[src/rtl/rtc_pkg.sv]
// Shared constants and helpers for the hh:mm:ss time-of-day core.
package rtc_pkg;

  localparam int SEC_MAX  = 59;
  localparam int MIN_MAX  = 59;
  localparam int HOUR_MAX = 23;

  typedef enum logic [1:0] {
    INC_NONE = 2'b00,
    INC_SEC  = 2'b01,
    INC_MIN  = 2'b10,
    INC_HOUR = 2'b11
  } inc_sel_e;

  // 24 h hour to 12 h clock-face hour: midnight and noon both show 12.
  function automatic logic [4:0] hour_to_12h(input logic [4:0] h);
    logic [4:0] r;
    if (h == 5'd0) begin
      r = 5'd12;
    end else if (h > 5'd12) begin
      r = h - 5'd12;
    end else begin
      r = h;
    end
    return r;
  endfunction

endpackage

[src/rtl/mod_n_counter.sv]
// Modulo-N field counter with synchronous load, setting increment and carry-chained enable.
module mod_n_counter #(
  parameter int N = 60,
  parameter int W = 6
) (
  input  logic         clk,
  input  logic         rst_n,
  input  logic         load,
  input  logic [W-1:0] load_val,
  input  logic         inc,
  input  logic         en,
  output logic [W-1:0] value,
  output logic         carry_out
);

  logic [W-1:0] value_q;
  logic [W-1:0] value_d;
  logic         at_max;

  assign at_max = (value_q == W'(N - 1));

  always_comb begin
    value_d = value_q;
    if (load) begin
      value_d = load_val;
    end else if (inc || en) begin
      value_d = at_max ? '0 : value_q + W'(1);
    end
  end

  // A setting increment wraps silently; only a counting enable propagates a carry.
  assign carry_out = en && at_max && !load && !inc;
  assign value     = value_q;

  always_ff @(posedge clk or negedge rst_n) begin
    if (!rst_n) begin
      value_q <= '0;
    end else begin
      value_q <= value_d;
    end
  end

endmodule

[src/rtl/rtc_time_keeper.sv]
// Time-of-day core: prescaler, pending-tick arbitration, three chained field counters, 12 h decode.
module rtc_time_keeper
  import rtc_pkg::*;
#(
  parameter int TICK_DIV = 65536
) (
  input  logic       clk,
  input  logic       rst_n,
  input  logic       run,
  input  logic       mode_12h,
  input  logic       load_valid,
  output logic       load_ready,
  input  logic [4:0] load_hour,
  input  logic [5:0] load_min,
  input  logic [5:0] load_sec,
  output logic       load_err,
  input  logic [1:0] inc_sel,
  input  logic       inc_pulse,
  output logic [4:0] hour,
  output logic [5:0] minute,
  output logic [5:0] second,
  output logic [4:0] disp_hour,
  output logic       pm,
  output logic       sec_pulse,
  output logic       day_pulse
);

  localparam int DIV_W = $clog2(TICK_DIV);
  localparam logic [DIV_W-1:0] CNT_LAST = DIV_W'(TICK_DIV - 1);

  logic [DIV_W-1:0] cnt_q, cnt_d;
  logic             pend_q, pend_d;
  logic             load_err_q, load_err_d;
  logic             sec_pulse_q, sec_pulse_d;
  logic             day_pulse_q, day_pulse_d;

  logic tick, load_fire, load_ok, load_acc, inc_act, apply_tick;
  logic sec_carry, min_carry, hour_carry;

  // Preset handshake: a preset transfers on any cycle where load_valid && load_ready;
  // ready is always high, so the transfer is decided by load_valid alone and the
  // outcome (accepted or rejected via load_err) is visible on the following cycle.
  assign load_ready = 1'b1;

  always_comb begin
    tick       = run && (cnt_q == CNT_LAST);
    load_fire  = load_valid && load_ready;
    load_ok    = (load_hour <= 5'(HOUR_MAX)) && (load_min <= 6'(MIN_MAX))
                 && (load_sec <= 6'(SEC_MAX));
    load_acc   = load_fire && load_ok;
    inc_act    = !load_fire && inc_pulse && (inc_sel != INC_NONE);
    apply_tick = !load_fire && !inc_act && (tick || pend_q);

    cnt_d = cnt_q;
    if (load_acc || tick) begin
      cnt_d = '0;
    end else if (run) begin
      cnt_d = cnt_q + DIV_W'(1);
    end

    // Any cycle that owns the time registers (inc or rejected load) parks a coincident
    // tick so the time-of-day does not lose a second.
    pend_d = 1'b0;
    if (!load_acc && (load_fire || inc_act)) begin
      pend_d = pend_q || tick;
    end

    load_err_d  = load_fire && !load_ok;
    sec_pulse_d = apply_tick;
    day_pulse_d = hour_carry;
  end

  always_ff @(posedge clk or negedge rst_n) begin
    if (!rst_n) begin
      cnt_q       <= '0;
      pend_q      <= 1'b0;
      load_err_q  <= 1'b0;
      sec_pulse_q <= 1'b0;
      day_pulse_q <= 1'b0;
    end else begin
      cnt_q       <= cnt_d;
      pend_q      <= pend_d;
      load_err_q  <= load_err_d;
      sec_pulse_q <= sec_pulse_d;
      day_pulse_q <= day_pulse_d;
    end
  end

  mod_n_counter #(.N(SEC_MAX + 1), .W(6)) u_sec (
    .clk       (clk),
    .rst_n     (rst_n),
    .load      (load_acc),
    .load_val  (load_sec),
    .inc       (inc_act && (inc_sel == INC_SEC)),
    .en        (apply_tick),
    .value     (second),
    .carry_out (sec_carry)
  );

  mod_n_counter #(.N(MIN_MAX + 1), .W(6)) u_min (
    .clk       (clk),
    .rst_n     (rst_n),
    .load      (load_acc),
    .load_val  (load_min),
    .inc       (inc_act && (inc_sel == INC_MIN)),
    .en        (sec_carry),
    .value     (minute),
    .carry_out (min_carry)
  );

  mod_n_counter #(.N(HOUR_MAX + 1), .W(5)) u_hour (
    .clk       (clk),
    .rst_n     (rst_n),
    .load      (load_acc),
    .load_val  (load_hour),
    .inc       (inc_act && (inc_sel == INC_HOUR)),
    .en        (min_carry),
    .value     (hour),
    .carry_out (hour_carry)
  );

  assign disp_hour = mode_12h ? hour_to_12h(hour) : hour;
  assign pm        = (hour >= 5'd12);
  assign load_err  = load_err_q;
  assign sec_pulse = sec_pulse_q;
  assign day_pulse = day_pulse_q;

endmodule

[config.mk]
export PLATFORM = sky130hd
export DESIGN_NAME = rtc_time_keeper
export DESIGN_NICKNAME = d
export VERILOG_FILES = /design/src/rtl/rtc_pkg.sv /design/src/rtl/mod_n_counter.sv /design/src/rtl/rtc_time_keeper.sv
export SDC_FILE = /design/constraint.sdc
export NUM_CORES = 1
export LEC_CHECK = 0
export CAP_MARGIN = 0
export CELL_PAD_IN_SITES_DETAIL_PLACEMENT = 1
export CELL_PAD_IN_SITES_GLOBAL_PLACEMENT = 1
export CORE_ASPECT_RATIO = 1.4
export CORE_MARGIN = 1.5
export CORE_UTILIZATION = 29
export DETAILED_ROUTE_END_ITERATION = 12
export GPL_ROUTABILITY_DRIVEN = 0
export PLACE_DENSITY = 0.7
export SLEW_MARGIN = 20
export SYNTH_ARGS = -nofsm -noshare
export SYNTH_HDL_FRONTEND = slang
export SYNTH_HIERARCHICAL = 1
export SYNTH_SLANG_ARGS = --single-unit
export TNS_END_PERCENT = 30
[constraint.sdc]
create_clock -name clk -period 3.6 [get_ports clk]
set_clock_uncertainty 0.05 [all_clocks]
set_input_delay 0.54 -clock clk [delete_from_list [all_inputs] [get_ports clk]]
set_output_delay 0.54 -clock clk [all_outputs]
set_load 0.005 [all_outputs]
==> metrics.txt <==
Congestion Overflow GR=0; DRT iter0 DRCs=101; PwrDens=491.5 nW/um2; most frequent cell after synthesis=dfrtp_1; Resize count post-CTS=0; drt pass-1 iters=4; Crit path top cell by count=nor4bb_1; io pins=52; share of the synthesized area in the top cell type=40.44%; kind of critical path=primary input to flip-flop; antenna violations before repair=0; CTS root buf=clkbuf_8; Critical Path RT=between 3000 and 4000 ps; layout cell share with drive strength beyond 1=13.00%; Final min period=about 3100 ps; row count=38; Setup violations, final=0; Synth Flop Type=dfrtp_1; # diodes=0; drt via density=roughly 5.2; worst min path class=primary input to asynchronous set/reset pin; Unique masters post-synth=52; Hold Violations, Final=0; worst path arrival time=approximately 3300 ps; status=finished clean; CP startpoint=run; reg2reg start=cnt_q[0]$_DFFE_PN0P_; CTS clk-pin slew, worst paths=approximately 70 ps; WL final=about 6.2 mm; Post-Syn Instances=~240; Slowest-stage cell, CP=clkdlybuf4s50_1; CP cell instances=clkdlybuf4s50_1, nand4_2, nor3_2, a31oi_1, nor3_1, nor4bb_1, nor4bb_1, o211ai_1, mux2_1, mux2_2; leakage=between 1 and 1.5 nW; Mean Syn Cell Area=9.423 um2; fin. max-slew vios=0; final core utilization=about two fifths; register bit count reported by yosys=37; slowest stage delay, CP=around 500 ps; top cell family by delay on the critical path=simple AND/OR/NAND/NOR gates; Sinks on Clock Net=37; crit share post-route=86.71%; Pwr Total=1.491 mW; nets@finish=330; gr usage total=between 15 and 20%; Port-buffer cells=50; max_cap viols=0; CP Capture Type=flip-flop; reg2reg path depth=10; reg-to-reg critical path endpoint=u_hour/value[4]$_DFFE_PN0P_; Setup Buffers After CTS=0; via count=about 2100; Area Growth Syn to Fin=32.51%; wire per inst=~16 um; WP buf/inv=1; Post-synth EDFFs=0; Clock Tree Buf Depth=2; Die Height=around 110 um; sequential share of the synthesized area=roughly 40%; CP startpoint kind=primary input; Post-Syn Nets=between 200 and 300; largest net degree at the start of global routing=45; CTS Buf Count=5; top area cells in the synthesized netlist=dfrtp_1 (40%), o21ai_0 (4.4%), ha_1 (3.3%); Worst VDD drop=between 0.2 and 0.25 mV; vias in the first global route=about 2100; CTS HTree Levels=2; largest fanout on the critical path=4; Netlist Area Pre-Place=roughly 2300 um2; RSZ-0062 raised after global routing=false; CTS tree=yes; first-pass GRT wire length=between 10 and 15 mm; fmax=320.3 MHz; R2R setup slack=roughly 670 ps; Die Area=around 8400 um2; DRC=0; Yosys warnings=6; Synth area leader=dfrtp_1; setup_tns=0 ps; Skew-Pair Late Insertion Delay=~300 ps; placed wire-length estimate=around 4.5 mm; worst-margin pin slew=a little under 900 ps; Die W=~80 um; antenna viol nets, final=0; Max-slew headroom=between 40% and 50%; core area=slightly below 8000 um2; ys async rst share=between 90% and 100%; cts hold-fix bufs=0; Post-synth top cells=dfrtp_1 (37), o21ai_0 (20), nand2_1 (19); initial core utilization=between 20 and 30%
==> stage by stage <==
stage,worst slack [ps],std cells,area [um2],hold WS [ps]
global placement,215.0,392,2923,475.3
floorplan,333.8,243,2290,194.4
detailed placement,118.5,392,2923,509.9
global route,180.6,400,3034,371.9
finish,478.3,400,3034,311.8
CTS,442.9,400,3034,333.3
==> cell type report <==
type,instances,area [um2]
Inverter,6,22.52
Tap cell,100,125.1
Clock buffer,6,72.57
Sequential cell,37,925.9
Clock inverter,2,38.79
Timing Repair Buffer,59,563.0
Fill cell,909,4668
Multi-Input combinational cell,190,1286
==> worst max path at each step <==
stage,to,slack (ps),cells after the start
final,u_hour/value[4]$_DFFE_PN0P_,480,10
after global routing,u_hour/value[4]$_DFFE_PN0P_,180,10
after CTS,u_hour/value[4]$_DFFE_PN0P_,440,10
after detailed placement,u_hour/value[4]$_DFFE_PN0P_,120,10
after global placement,u_hour/value[4]$_DFFE_PN0P_,220,10
after floorplan,u_hour/value[4]$_DFFE_PN0P_,330,9
==> layer usage <==
metal	vias to the layer above	share of wire (%)	track usage, %	wire length (um)
met4	0	1.9	6.122	118
met3	11	4.0	3.207	249
met1	1005	45	19.55	2787
met2	45	49	26.02	3079
met5	-	0	0	0
li1	1019	-	-	-
==> power breakdown <==
group	total [mW]	switching [mW]	internal, mW	leakage [nW]
registers	0.599	0.117	0.481	0.474
logic	0.526	0.225	0.301	0.676
clock network	0.367	0.159	0.208	0.0554
total	1.49	0.501	0.990	1.20
==> cells in the final DEF (no fill, tap or decap), drive strengths merged, types with 5 or more instances in the layout <==
cell type      instances
clkdlybuf4s50         49
dfrtp                 37
o21ai                 21
nand2                 19
nor2                  18
a21oi                 14
buf                   10
nand3                 10
nor3                   9
nand4                  8
o211ai                 7
inv                    6
ha                     6
a22oi                  6
clkbuf                 6
xor2                   5
xnor2                  5
==> registers in the layout (all words and copies together), names as in the netlist <==
| name | count |
|---|---|
| pend_q | 1 |
| day_pulse | 1 |
| load_err | 1 |
| u_hour/value | 5 |
| u_min/value | 6 |
| u_sec/value | 6 |
| sec_pulse | 1 |
| cnt_q | 16 |
==> worst reg2reg max path: stages (launching register included) <==
cell and delay (ps):
dfrtp_1 390, ha_1 190, nand4_2 100, nor3_2 330, a31oi_1 160, nor3_1 200, nor4bb_1 290, nor4bb_1 370
o211ai_1 160, mux2_1 320, mux2_2 260
==> cell families after synthesis <==
group,after synthesis,share of synthesized area (%)
fa+ha+maj,6,3.279
compound gates,67,19.23
other cells,1,0.1638
flops,37,40.44
simple gates,100,26.94
mux,6,2.732
buf+inv,16,3.388
xor+xnor,10,3.825
Note: power is estimated with default switching activity, not from simulation.
